===== src/rtl/npc_pkg.sv =====
// Shared definitions for the NPC core pipeline: load encodings and the
// field layout of the execute->memory and memory->write-back buses.
package npc_pkg;

  typedef enum logic [2:0] {
    LD_NONE = 3'b000,
    LD_LB   = 3'b001,
    LD_LH   = 3'b010,
    LD_LW   = 3'b011,
    LD_LBU  = 3'b100,
    LD_LHU  = 3'b101
  } ld_type_e;

  localparam int LDINST_W = 3;
  localparam int RSTRB_W  = 4;

  localparam int DEF_ADDR_W = 5;
  localparam int DEF_DATA_W = 32;

  // exe_to_mem_bus, MSB first: {load_inst, d_regW, d_regAddr, alu_result, rstrb, load_data}
  function automatic int e2m_width(int aw, int dw);
    return 2 * dw + aw + LDINST_W + 1 + RSTRB_W;
  endfunction

  function automatic int e2m_rstrb_lsb(int dw);
    return dw;
  endfunction

  function automatic int e2m_alu_lsb(int dw);
    return dw + RSTRB_W;
  endfunction

  function automatic int e2m_addr_lsb(int dw);
    return 2 * dw + RSTRB_W;
  endfunction

  function automatic int e2m_regw_bit(int aw, int dw);
    return 2 * dw + RSTRB_W + aw;
  endfunction

  function automatic int e2m_inst_lsb(int aw, int dw);
    return 2 * dw + RSTRB_W + aw + 1;
  endfunction

  // mem_to_wb_bus, MSB first: {d_regW, d_regAddr, wb_data}
  function automatic int m2w_width(int aw, int dw);
    return 1 + aw + dw;
  endfunction

endpackage


===== src/rtl/mem_stage_if.sv =====
// Handshake bundle between execute, the memory stage and write-back.
interface mem_stage_if #(
  parameter int ADDR_WIDTH = 5,
  parameter int DATA_WIDTH = 32
);
  logic [2*DATA_WIDTH+ADDR_WIDTH+7:0] exe_to_mem_bus;
  logic                               exe_to_mem_valid;
  logic                               mem_to_exe_ready;
  logic [ADDR_WIDTH+DATA_WIDTH:0]     mem_to_wb_bus;
  logic                               mem_to_wb_valid;
  logic                               wb_to_mem_ready;

  modport slave (
    input  exe_to_mem_bus, exe_to_mem_valid, wb_to_mem_ready,
    output mem_to_exe_ready, mem_to_wb_bus, mem_to_wb_valid
  );

  modport master (
    output exe_to_mem_bus, exe_to_mem_valid, wb_to_mem_ready,
    input  mem_to_exe_ready, mem_to_wb_bus, mem_to_wb_valid
  );
endinterface


===== src/rtl/mem_fifo2.sv =====
// Two-entry circular FIFO; ready/valid come from registered count only,
// and the head output reads as zero while empty.
module mem_fifo2 #(
  parameter int WIDTH = 38
) (
  input  logic             clk,
  input  logic             rst,
  input  logic             i_push,
  input  logic [WIDTH-1:0] i_data,
  input  logic             i_pop,
  output logic [WIDTH-1:0] o_data,
  output logic             o_valid,
  output logic             o_ready
);
  logic [WIDTH-1:0] r_mem [2];
  logic             r_wr_ptr;
  logic             r_rd_ptr;
  logic [1:0]       r_count;
  logic             w_push;
  logic             w_pop;

  assign o_ready = (r_count != 2'd2);
  assign o_valid = (r_count != 2'd0);
  assign w_push  = i_push && o_ready;
  assign w_pop   = i_pop && o_valid;
  assign o_data  = o_valid ? r_mem[r_rd_ptr] : '0;

  always_ff @(posedge clk or posedge rst) begin
    if (rst) begin
      r_wr_ptr <= 1'b0;
      r_rd_ptr <= 1'b0;
      r_count  <= 2'd0;
    end else begin
      if (w_push) r_wr_ptr <= ~r_wr_ptr;
      if (w_pop)  r_rd_ptr <= ~r_rd_ptr;
      case ({w_push, w_pop})
        2'b10:   r_count <= r_count + 2'd1;
        2'b01:   r_count <= r_count - 2'd1;
        default: r_count <= r_count;
      endcase
    end
  end

  // Storage is left unreset; the empty mask on o_data hides stale words.
  always_ff @(posedge clk) begin
    if (w_push) r_mem[r_wr_ptr] <= i_data;
  end
endmodule


===== src/rtl/mem_stage.sv =====
// MEM pipeline stage: aligns/extends load data (or passes the ALU result)
// and queues results for write-back behind a valid/ready handshake.
module mem_stage
  import npc_pkg::*;
#(
  parameter int ADDR_WIDTH = 5,
  parameter int DATA_WIDTH = 32
) (
  input  logic        clk,
  input  logic        rst,
  mem_stage_if.slave  io,
  output logic        mem_misalign
);
  localparam int DW      = DATA_WIDTH;
  localparam int AW      = ADDR_WIDTH;
  localparam int RS_LSB  = e2m_rstrb_lsb(DW);
  localparam int ALU_LSB = e2m_alu_lsb(DW);
  localparam int AD_LSB  = e2m_addr_lsb(DW);
  localparam int RW_BIT  = e2m_regw_bit(AW, DW);
  localparam int LI_LSB  = e2m_inst_lsb(AW, DW);
  localparam int WB_W    = m2w_width(AW, DW);

  logic [DW-1:0]      w_load_data;
  logic [RSTRB_W-1:0] w_rstrb;
  logic [DW-1:0]      w_alu;
  logic [AW-1:0]      w_addr;
  logic               w_regw;
  ld_type_e           w_inst;
  logic [4:0]         w_shamt;
  logic [DW-1:0]      w_sh;
  logic [DW-1:0]      w_byte_hi;
  logic [DW-1:0]      w_half_hi;
  logic [DW-1:0]      w_wb_data;
  logic               w_is_load;
  logic               w_misalign;
  logic               w_push;
  logic               r_misalign;

  assign w_load_data = io.exe_to_mem_bus[DW-1:0];
  assign w_rstrb     = io.exe_to_mem_bus[RS_LSB +: RSTRB_W];
  assign w_alu       = io.exe_to_mem_bus[ALU_LSB +: DW];
  assign w_addr      = io.exe_to_mem_bus[AD_LSB +: AW];
  assign w_regw      = io.exe_to_mem_bus[RW_BIT];
  assign w_inst      = ld_type_e'(io.exe_to_mem_bus[LI_LSB +: LDINST_W]);

  assign w_shamt   = {w_alu[1:0], 3'b000};
  assign w_sh      = w_load_data >> w_shamt;
  // Park the selected byte/half at the top so an arithmetic shift extends it.
  assign w_byte_hi = w_sh << (DW - 8);
  assign w_half_hi = w_sh << (DW - 16);

  always_comb begin
    w_wb_data = w_alu;
    w_is_load = 1'b1;
    case (w_inst)
      LD_LB:   w_wb_data = DW'($signed(w_byte_hi) >>> (DW - 8));
      LD_LBU:  w_wb_data = w_byte_hi >> (DW - 8);
      LD_LH:   w_wb_data = DW'($signed(w_half_hi) >>> (DW - 16));
      LD_LHU:  w_wb_data = w_half_hi >> (DW - 16);
      LD_LW:   w_wb_data = w_load_data;
      default: w_is_load = 1'b0;
    endcase
    w_misalign = w_is_load && (w_rstrb == '0);
    if (w_misalign) w_wb_data = '0;
  end

  assign w_push = io.exe_to_mem_valid && io.mem_to_exe_ready;

  mem_fifo2 #(.WIDTH(WB_W)) u_fifo (
    .clk     (clk),
    .rst     (rst),
    .i_push  (io.exe_to_mem_valid),
    .i_data  ({w_regw && (w_addr != '0), w_addr, w_wb_data}),
    .i_pop   (io.wb_to_mem_ready),
    .o_data  (io.mem_to_wb_bus),
    .o_valid (io.mem_to_wb_valid),
    .o_ready (io.mem_to_exe_ready)
  );

  always_ff @(posedge clk or posedge rst) begin
    if (rst) r_misalign <= 1'b0;
    else     r_misalign <= w_push && w_misalign;
  end

  assign mem_misalign = r_misalign;
endmodule


===== src/flat_wrapper.sv =====
// flat-port wrapper written by rule: the top's interface ports become plain ports
module mem_stage_flat import npc_pkg::*;
#(
  parameter int ADDR_WIDTH = 5,
  parameter int DATA_WIDTH = 32
)
  (clk, rst, mem_misalign, io_exe_to_mem_bus, io_exe_to_mem_valid, io_wb_to_mem_ready, io_mem_to_exe_ready, io_mem_to_wb_bus, io_mem_to_wb_valid);
  mem_stage_if #(.ADDR_WIDTH(ADDR_WIDTH), .DATA_WIDTH(DATA_WIDTH)) io_i ();
  input  logic clk;
  input  logic rst;
  output logic mem_misalign;
  input wire logic [$bits(io_i.exe_to_mem_bus)-1:0] io_exe_to_mem_bus;
  input wire logic [$bits(io_i.exe_to_mem_valid)-1:0] io_exe_to_mem_valid;
  input wire logic [$bits(io_i.wb_to_mem_ready)-1:0] io_wb_to_mem_ready;
  output wire logic [$bits(io_i.mem_to_exe_ready)-1:0] io_mem_to_exe_ready;
  output wire logic [$bits(io_i.mem_to_wb_bus)-1:0] io_mem_to_wb_bus;
  output wire logic [$bits(io_i.mem_to_wb_valid)-1:0] io_mem_to_wb_valid;
  assign io_i.exe_to_mem_bus = io_exe_to_mem_bus;
  assign io_i.exe_to_mem_valid = io_exe_to_mem_valid;
  assign io_i.wb_to_mem_ready = io_wb_to_mem_ready;
  assign io_mem_to_exe_ready = io_i.mem_to_exe_ready;
  assign io_mem_to_wb_bus = io_i.mem_to_wb_bus;
  assign io_mem_to_wb_valid = io_i.mem_to_wb_valid;
  mem_stage #(.ADDR_WIDTH(ADDR_WIDTH), .DATA_WIDTH(DATA_WIDTH)) u_core (.clk(clk), .rst(rst), .io(io_i), .mem_misalign(mem_misalign));
endmodule

===== config.mk =====
export PLATFORM = sky130hd
export DESIGN_NAME = mem_stage_flat
export DESIGN_NICKNAME = d
export VERILOG_FILES = /design/src/rtl/npc_pkg.sv /design/src/rtl/mem_stage_if.sv /design/src/rtl/mem_fifo2.sv /design/src/rtl/mem_stage.sv /design/src/flat_wrapper.sv
export SDC_FILE = /design/constraint.sdc
export NUM_CORES = 1
export LEC_CHECK = 0
export ABC_AREA = 1
export ABC_CLOCK_PERIOD_IN_PS = 3600
export CAP_MARGIN = 10
export CORE_ASPECT_RATIO = 0.9
export CORE_MARGIN = 4
export CORE_UTILIZATION = 50
export DETAILED_ROUTE_END_ITERATION = 6
export PLACE_DENSITY = 0.92
export SLEW_MARGIN = 15
export SYNTH_ARGS = -nofsm -noshare
export SYNTH_HDL_FRONTEND = slang
export SYNTH_HIERARCHICAL = 1
export SYNTH_SLANG_ARGS = --single-unit

===== constraint.sdc =====
create_clock -name clk -period 3.6 [get_ports clk]
set_clock_uncertainty 0.1 [all_clocks]
set_input_delay 0.36 -clock clk [delete_from_list [all_inputs] [get_ports clk]]
set_output_delay 0.36 -clock clk [all_outputs]
set_load 0.02 [all_outputs]

==> impl_metrics.yaml, run 1 <==
floorplan:
  design.core.area_um2: 9210
  dieWidth_um: 111
  start_util_pct: 51.6
  row_count: 33
  die_area_um2: 11100
  die_h_um: 100
  ios: 122
sta:
  fin_setup_tns_ns: 0
  worst_slack_ns: 0.693
  hold_viol: 0
  relSlewSlack_pct: 34.9
  fin_crit_sh_pct: 80.7
  worst_pin_slew_ns: 0.976
  setup_viol: 0
  clock.fmax_ghz: 0.344
  min_period_ns: 2.91
  rsz0062_at_grt: "false"
  slew_viol_final: 0
setup_path:
  worst-path-buf-inv: 2
  worstSetupStartpointType: "flop"
  cp.required_ns: 3.14
  cpPeakStageDelay_ns: 0.76
  rr_worst_depth: 8
  cpLargestDelayFamily: "buffers and inverters"
  timing.rr.end: "u_core/u_fifo/r_count[1]"
  critPathKind: "reg -> out"
  crit_chain: "nor2_4 > buf_4 > a21oi_2 > clkdlybuf4s50_1"
  end_kind: "output port"
  crit_slowest_cell: "nor2_4"
  critPathArrivalTime_ns: 2.45
  rrSetupSlack_ns: 1.17
  cp_max_fo: 35
  reg2reg_from: "u_core/u_fifo/r_count[0]"
pwr:
  pwr-share-comb_pct: 47.9
  pwr-share-clk_pct: 19.0
  ir_worst_vdd_v: 0.000497
  power_density_nw_per_um2: 681
  cellLeakagePower_nw: 2.66
  p_int_mw: 2.58
  p_seq_share_pct: 33.1
  total_power_mw: 4.23
  p_switching_mw: 1.65
  netSwitchingFraction_pct: 38.9
synth:
  synthArstFlopShare_pct: 6.17
  syn_nets: 668
  ys.flop_type: "edfxtp_1"
  yosysSeqAreaShare_pct: 50.7
  synth_edf_count: 76
  yosys.area.top_type: "edfxtp_1"
  synth_top_area_share_pct: 48.0
  yosys-top-cells-area: "edfxtp_1 48%, nand2_1 17%, a21oi_1 4.6%"
  ys_ff_latch: 81
  synth_most_common_cell: "nand2_1"
  synth_cells: 586
  ys_types: 30
  syn-cell-area_um2: 4750
  yosysWarnings: 6
  ys_top_cells_by_count: "220 x nand2_1, 76 x edfxtp_1, 56 x inv_1, 44 x a21oi_1, 40 x nor2_1"
  avgSynthCellArea_um2: 8.11
grt:
  gr-total-overflow: 0
  grt_start_max_net_pins: 40
  grt_pass1_vias: 4408
  grt_use_total_pct: 23.8
  antenna_found_initial: 0
  grt_pass1_wl_um: 21200
clock_tree:
  cts_resized: 0
  clock_latency_ns: 0.35
  cts.path.max_buffers: 2
  cts_tree: "done"
  post_cts_buffers: 0
  cts_root_buffer: "clkbuf_8"
  path_clk_slew_ns: 0.08
  cts_num_sinks: 81
  htreeDepth: 3
  cts_buffers: 9
  cts_hold_buffers: 0
run:
  maxCapViolCount: 0
detailed_routing:
  totalWireLength_um: 13200
  via_per_inst: 5.35
  drtIter0Drc: 385
  drc: 0
  wl_per_cell_um: 16.1
  ant_nets: 0
  firstDrtPassIters: 5
  via_count: 4387
placed_design:
  preCtsSetupSlack_ns: 0.983
  place_congestion: 0.870
  portBuffers: 121
  dpl.hpwl_um: 9340
  dp_cells: 805
cells_and_area:
  syn2layout_area_growth_pct: 30.7
  nets: 776
  final_cells: 820
  multi_input_area_um2: 1890
  regArea_um2: 2410
  drive_above_1_share_pct: 8.74
  antenna_cells: 0
  fillCellCount: 752
hold_path:
  hp-class: "in -> async"
outcome:
  status: "complete, no violations"
## area by class of cell
cell class	instances	share of cell area, %
timing repair buffer	130	20.6
sequential	81	38.8
tap	122	2.46
inverter	63	3.89
multi-input combinational	409	30.4
clock buffer	9	2.00
clock inverter	6	1.85
## metal layers
| layer | wire, um | vias to the layer above | GRT usage, % | share of wire, % |
|---|---|---|---|---|
| li1 | - | 2111 | - | - |
| met1 | 5420 | 2038 | 29.1 | 41 |
| met2 | 6630 | 207 | 42.3 | 50 |
| met3 | 879 | 31 | 4.26 | 6.6 |
| met4 | 302 | 0 | 9.28 | 2.3 |
| met5 | 0 | - | 0 | 0 |
## worst reg2reg max path: stages, from the launching register on
cell and delay, ns:
dfrtp_1 0.46, nor2_4 0.76, buf_4 0.30, nor2_1 0.07
ha_1 0.31, inv_1 0.10, nand3_1 0.08, nand2_1 0.07
nand2_1 0.07
## power by group through the flow
stage	registers (mW)	logic, mW	clock network [mW]
5_1_grt	1.41	2.17	0.841
3_3_place_gp	1.40	1.97	0
6_report	1.40	2.03	0.803
3_5_place_dp	1.42	2.02	0
2_1_floorplan	1.40	1.21	0
4_1_cts	1.40	2.03	0.809
## layout by cell type, fill, tap and decap left out, drive strengths merged
cell	Yosys	layout
clkbuf	4	9
nand2	234	234
dfrtp	5	5
and2	1	1
a21oi	53	53
nand3b	7	7
bufinv	0	3
clkinvlp	0	1
nand3	18	18
clkdlybuf4s50	0	121
o21ai	42	42
nand4	1	1
edfxtp	76	76
ha	1	1
inv	63	65
xnor2	1	1
nor2	43	43
buf	29	9
o211ai	8	8
## cell families (layout without fill, tap and decap cells)
kind of cell | after synthesis | after routing | synth area share, %
adder cells (fa/ha/maj) | 1 | 1 | 0.263
flip-flops | 81 | 81 | 50.7
AND/OR/NAND/NOR | 304 | 304 | 27.1
buffers and inverters | 96 | 208 | 9.82
XOR/XNOR | 1 | 1 | 0.184
AO/OA/AOI/OAI | 103 | 103 | 12.0
## through the flow
step	hold slack [ns]	utilization, %	instance area [um2]
3_5_place_dp	0.401	64.8	5970
2_1_floorplan	-0.0113	-	4750
6_report	0.0656	67.4	6210
4_1_cts	0.0493	67.4	6210
5_1_grt	0.0879	67.4	6210
3_3_place_gp	0.354	64.8	5970
## registers in the layout, summed over array words and instances (netlist names)
name	flops
u_core/u_fifo/r_rd_ptr	1
u_core/u_fifo/r_wr_ptr	1
u_core/u_fifo/r_mem	76
u_core/mem_misalign	1
u_core/u_fifo/r_count	2
## worst max-delay path by stage
stage | end | cells after the start | slack, ns | from
after floorplan | u_core/u_fifo/r_mem[1][0] | 4 | 0.67 | u_core/u_fifo/r_count[0]
after global placement | u_core/u_fifo/r_mem[0][27] | 9 | 1.08 | io_exe_to_mem_bus[76]
after detailed placement | u_core/u_fifo/r_mem[0][20] | 9 | 0.98 | io_exe_to_mem_bus[76]
after CTS | io_mem_to_wb_bus[32] | 4 | 0.67 | u_core/u_fifo/r_count[0]
after global routing | io_mem_to_wb_bus[32] | 4 | 0.60 | u_core/u_fifo/r_count[0]
final | io_mem_to_wb_bus[32] | 4 | 0.69 | u_core/u_fifo/r_count[0]
Power figures use the tool's default switching activity.
==> run 2: changes to the inputs <==
--- a/config.mk
+++ b/config.mk
@@ -6,7 +6,7 @@
 export NUM_CORES = 1
 export LEC_CHECK = 0
 export ABC_AREA = 1
-export ABC_CLOCK_PERIOD_IN_PS = 3600
+export ABC_CLOCK_PERIOD_IN_PS = 2750
 export CAP_MARGIN = 10
 export CORE_ASPECT_RATIO = 0.9
 export CORE_MARGIN = 4
==> constraint.sdc (replaced) <==
create_clock -name clk -period 2.75 [get_ports clk]
set_clock_uncertainty 0.1 [all_clocks]
set_input_delay 0.275 -clock clk [delete_from_list [all_inputs] [get_ports clk]]
set_output_delay 0.275 -clock clk [all_outputs]
set_load 0.02 [all_outputs]
==> run 2 against run 1 <==
  * Clock power is 10% higher
  * Flip-flop and latch count stayed put
  * Routed wire length is 0.25% higher
  * Global-route usage hardly changed
  * Sequential power is 31% higher
  * Register-to-register slack worse by 0.44 ns
  * Non-clock buffer count is 3 higher
  * Via count is 0.57% lower
  * Worst hold slack worse by 0.037 ns
  * Power is 29% higher
  * Setup slack worse by 0.43 ns
  * Largest cell class unchanged
  * Largest power group unchanged
==> impl_metrics.yaml, run 2 (same netlist as run 1, synthesis figures left out) <==
detailed_routing:
  wl_per_cell_um: 16.1
  via_per_inst: 5.29
  drt-met1-wl_um: 5560
  firstDrtPassIters: 5
  dr_wl_met3_um: 938
  totalWireLength_um: 13300
  via_count: 4362
  highest_layer: "met4"
  drc: 0
  drtIter0Drc: 474
  ant_nets: 0
  wl_met2_um: 6500
cells_and_area:
  drive_above_1_share_pct: 9.26
  nets: 779
  antenna_cells: 0
  top_register: "u_core/u_fifo/r_mem"
  final_common_cell: "nand2_1"
  top_regs: "u_core/u_fifo/r_mem (76), u_core/u_fifo/r_count (2)"
  syn2layout_area_growth_pct: 30.9
  utilization_pct: 67.5
  final_cell_mix: "220 x nand2_1, 121 x clkdlybuf4s50_1, 76 x edfxtp_1"
  largest_reg_flops: 76
  fin_area_um2: 6220
pwr:
  netSwitchingFraction_pct: 40.0
  cellLeakagePower_nw: 2.67
  p_switching_mw: 2.18
  p_int_mw: 3.26
  pwr-share-clk_pct: 16.3
  power_density_nw_per_um2: 874
  ir_worst_vdd_v: 0.000610
  pwr-share-comb_pct: 50.0
  p_seq_share_pct: 33.7
hold_path:
  hp-class: "in -> async"
sta:
  hold_viol: 0
  min_period_ns: 2.49
  slew_viol_final: 0
  relSlewSlack_pct: 54.5
  worst_slack_ns: 0.264
  rsz0062_at_grt: "false"
  worst_pin_slew_ns: 0.678
  fin_crit_sh_pct: 90.4
  setup_viol: 0
  fin_setup_tns_ns: 0
  clock.fmax_ghz: 0.402
grt:
  grt_use_total_pct: 23.8
  antenna_found_initial: 0
  grt_start_max_net_pins: 39
  gr-total-overflow: 0
  grt_pass1_vias: 4337
  grt_pass1_wl_um: 21100
setup_path:
  timing.critical_path.to: "io_mem_to_wb_bus[19]"
  cp.required_ns: 2.38
  reg2reg_from: "u_core/u_fifo/r_count[0]"
  crit_chain: "inv_2 > buf_12 > nand2_1 > a21oi_1 > clkdlybuf4s50_1"
  rrSetupSlack_ns: 0.73
  rr_worst_depth: 8
  startpoint: "u_core/u_fifo/r_rd_ptr"
  worstSetupStartpointType: "flop"
  critPathArrivalTime_ns: 2.11
  timing.rr.end: "u_core/u_fifo/r_count[1]"
  end_kind: "output port"
  critPathKind: "reg -> out"
  crit_slowest_cell: "clkdlybuf4s50_1"
  cp_max_fo: 27
  cpPeakStageDelay_ns: 0.65
placed_design:
  portBuffers: 121
  preCtsSetupSlack_ns: 0.379
  place_area_um2: 6020
  dpl.hpwl_um: 9720
  place_congestion: 0.922
run:
  maxCapViolCount: 0
clock_tree:
  cts_buffers: 9
  clock_latency_ns: 0.34
  htreeDepth: 3
  post_cts_buffers: 0
  cts_resized: 0
  cts.path.max_buffers: 2
  cts_num_sinks: 81
  cts_tree: "done"
  cts_hold_buffers: 0
  cts_root_buffer: "clkbuf_8"
  path_clk_slew_ns: 0.09
floorplan:
  start_util_pct: 51.6
  die_h_um: 100
  ios: 122
  row_count: 33
  die_area_um2: 11100
  design.core.area_um2: 9210
  dieWidth_um: 111
outcome:
  status: "complete, no violations"
run 2: worst min-delay path by stage:
stage                            from                     end  slack [ns]  depth (start not counted)
2_1_floorplan                     rst     u_core/mem_misalign        -0.1                          1
3_3_place_gp   u_core/u_fifo/r_wr_ptr  u_core/u_fifo/r_wr_ptr        0.35                          2
3_5_place_dp   u_core/u_fifo/r_wr_ptr  u_core/u_fifo/r_wr_ptr        0.38                          2
4_1_cts                           rst     u_core/mem_misalign        0.03                          2
5_1_grt                           rst     u_core/mem_misalign        0.02                          2
6_report                          rst     u_core/mem_misalign        0.03                          2
run 2: critical path: cells and delay by family (launching register included):
family	cells	cell delay, ns
compound gates	1	0.16
buf+inv	3	1.11
flops	1	0.41
simple gates	1	0.07
run 2: metal layers:
metal,up-vias,global-route usage (%)
li1,2115,-
met4,0,6.72
met3,23,3.96
met5,-,0
met2,208,42.0
met1,2016,30.6
run 2: through the flow:
stage | cells | hold WS, ns | power, mW
final | 824 | 0.0291 | 5.44
after global routing | 824 | 0.0205 | 5.72
after CTS | 824 | 0.0302 | 5.46
after detailed placement | 808 | 0.383 | 4.57
after global placement | 808 | 0.353 | 4.49
after floorplan | 586 | -0.0963 | 3.42
run 2: power groups by stage:
stage / Clock [mW] / Sequential, mW / Combinational (mW)
floorplan: 0 / 1.83 / 1.58
global placement: 0 / 1.84 / 2.65
detailed placement: 0 / 1.86 / 2.71
CTS: 0.899 / 1.83 / 2.73
global route: 0.956 / 1.85 / 2.91
finish: 0.887 / 1.83 / 2.72
run 2: layout make-up:
type / count / area, um2
multi-input combinational: 409 / 1890
timing repair buffer: 133 / 1330
fill: 744 / 2990
clock buffer: 9 / 124
sequential: 81 / 2410
tap: 122 / 153
inverter: 63 / 241
clock inverter: 7 / 78.8
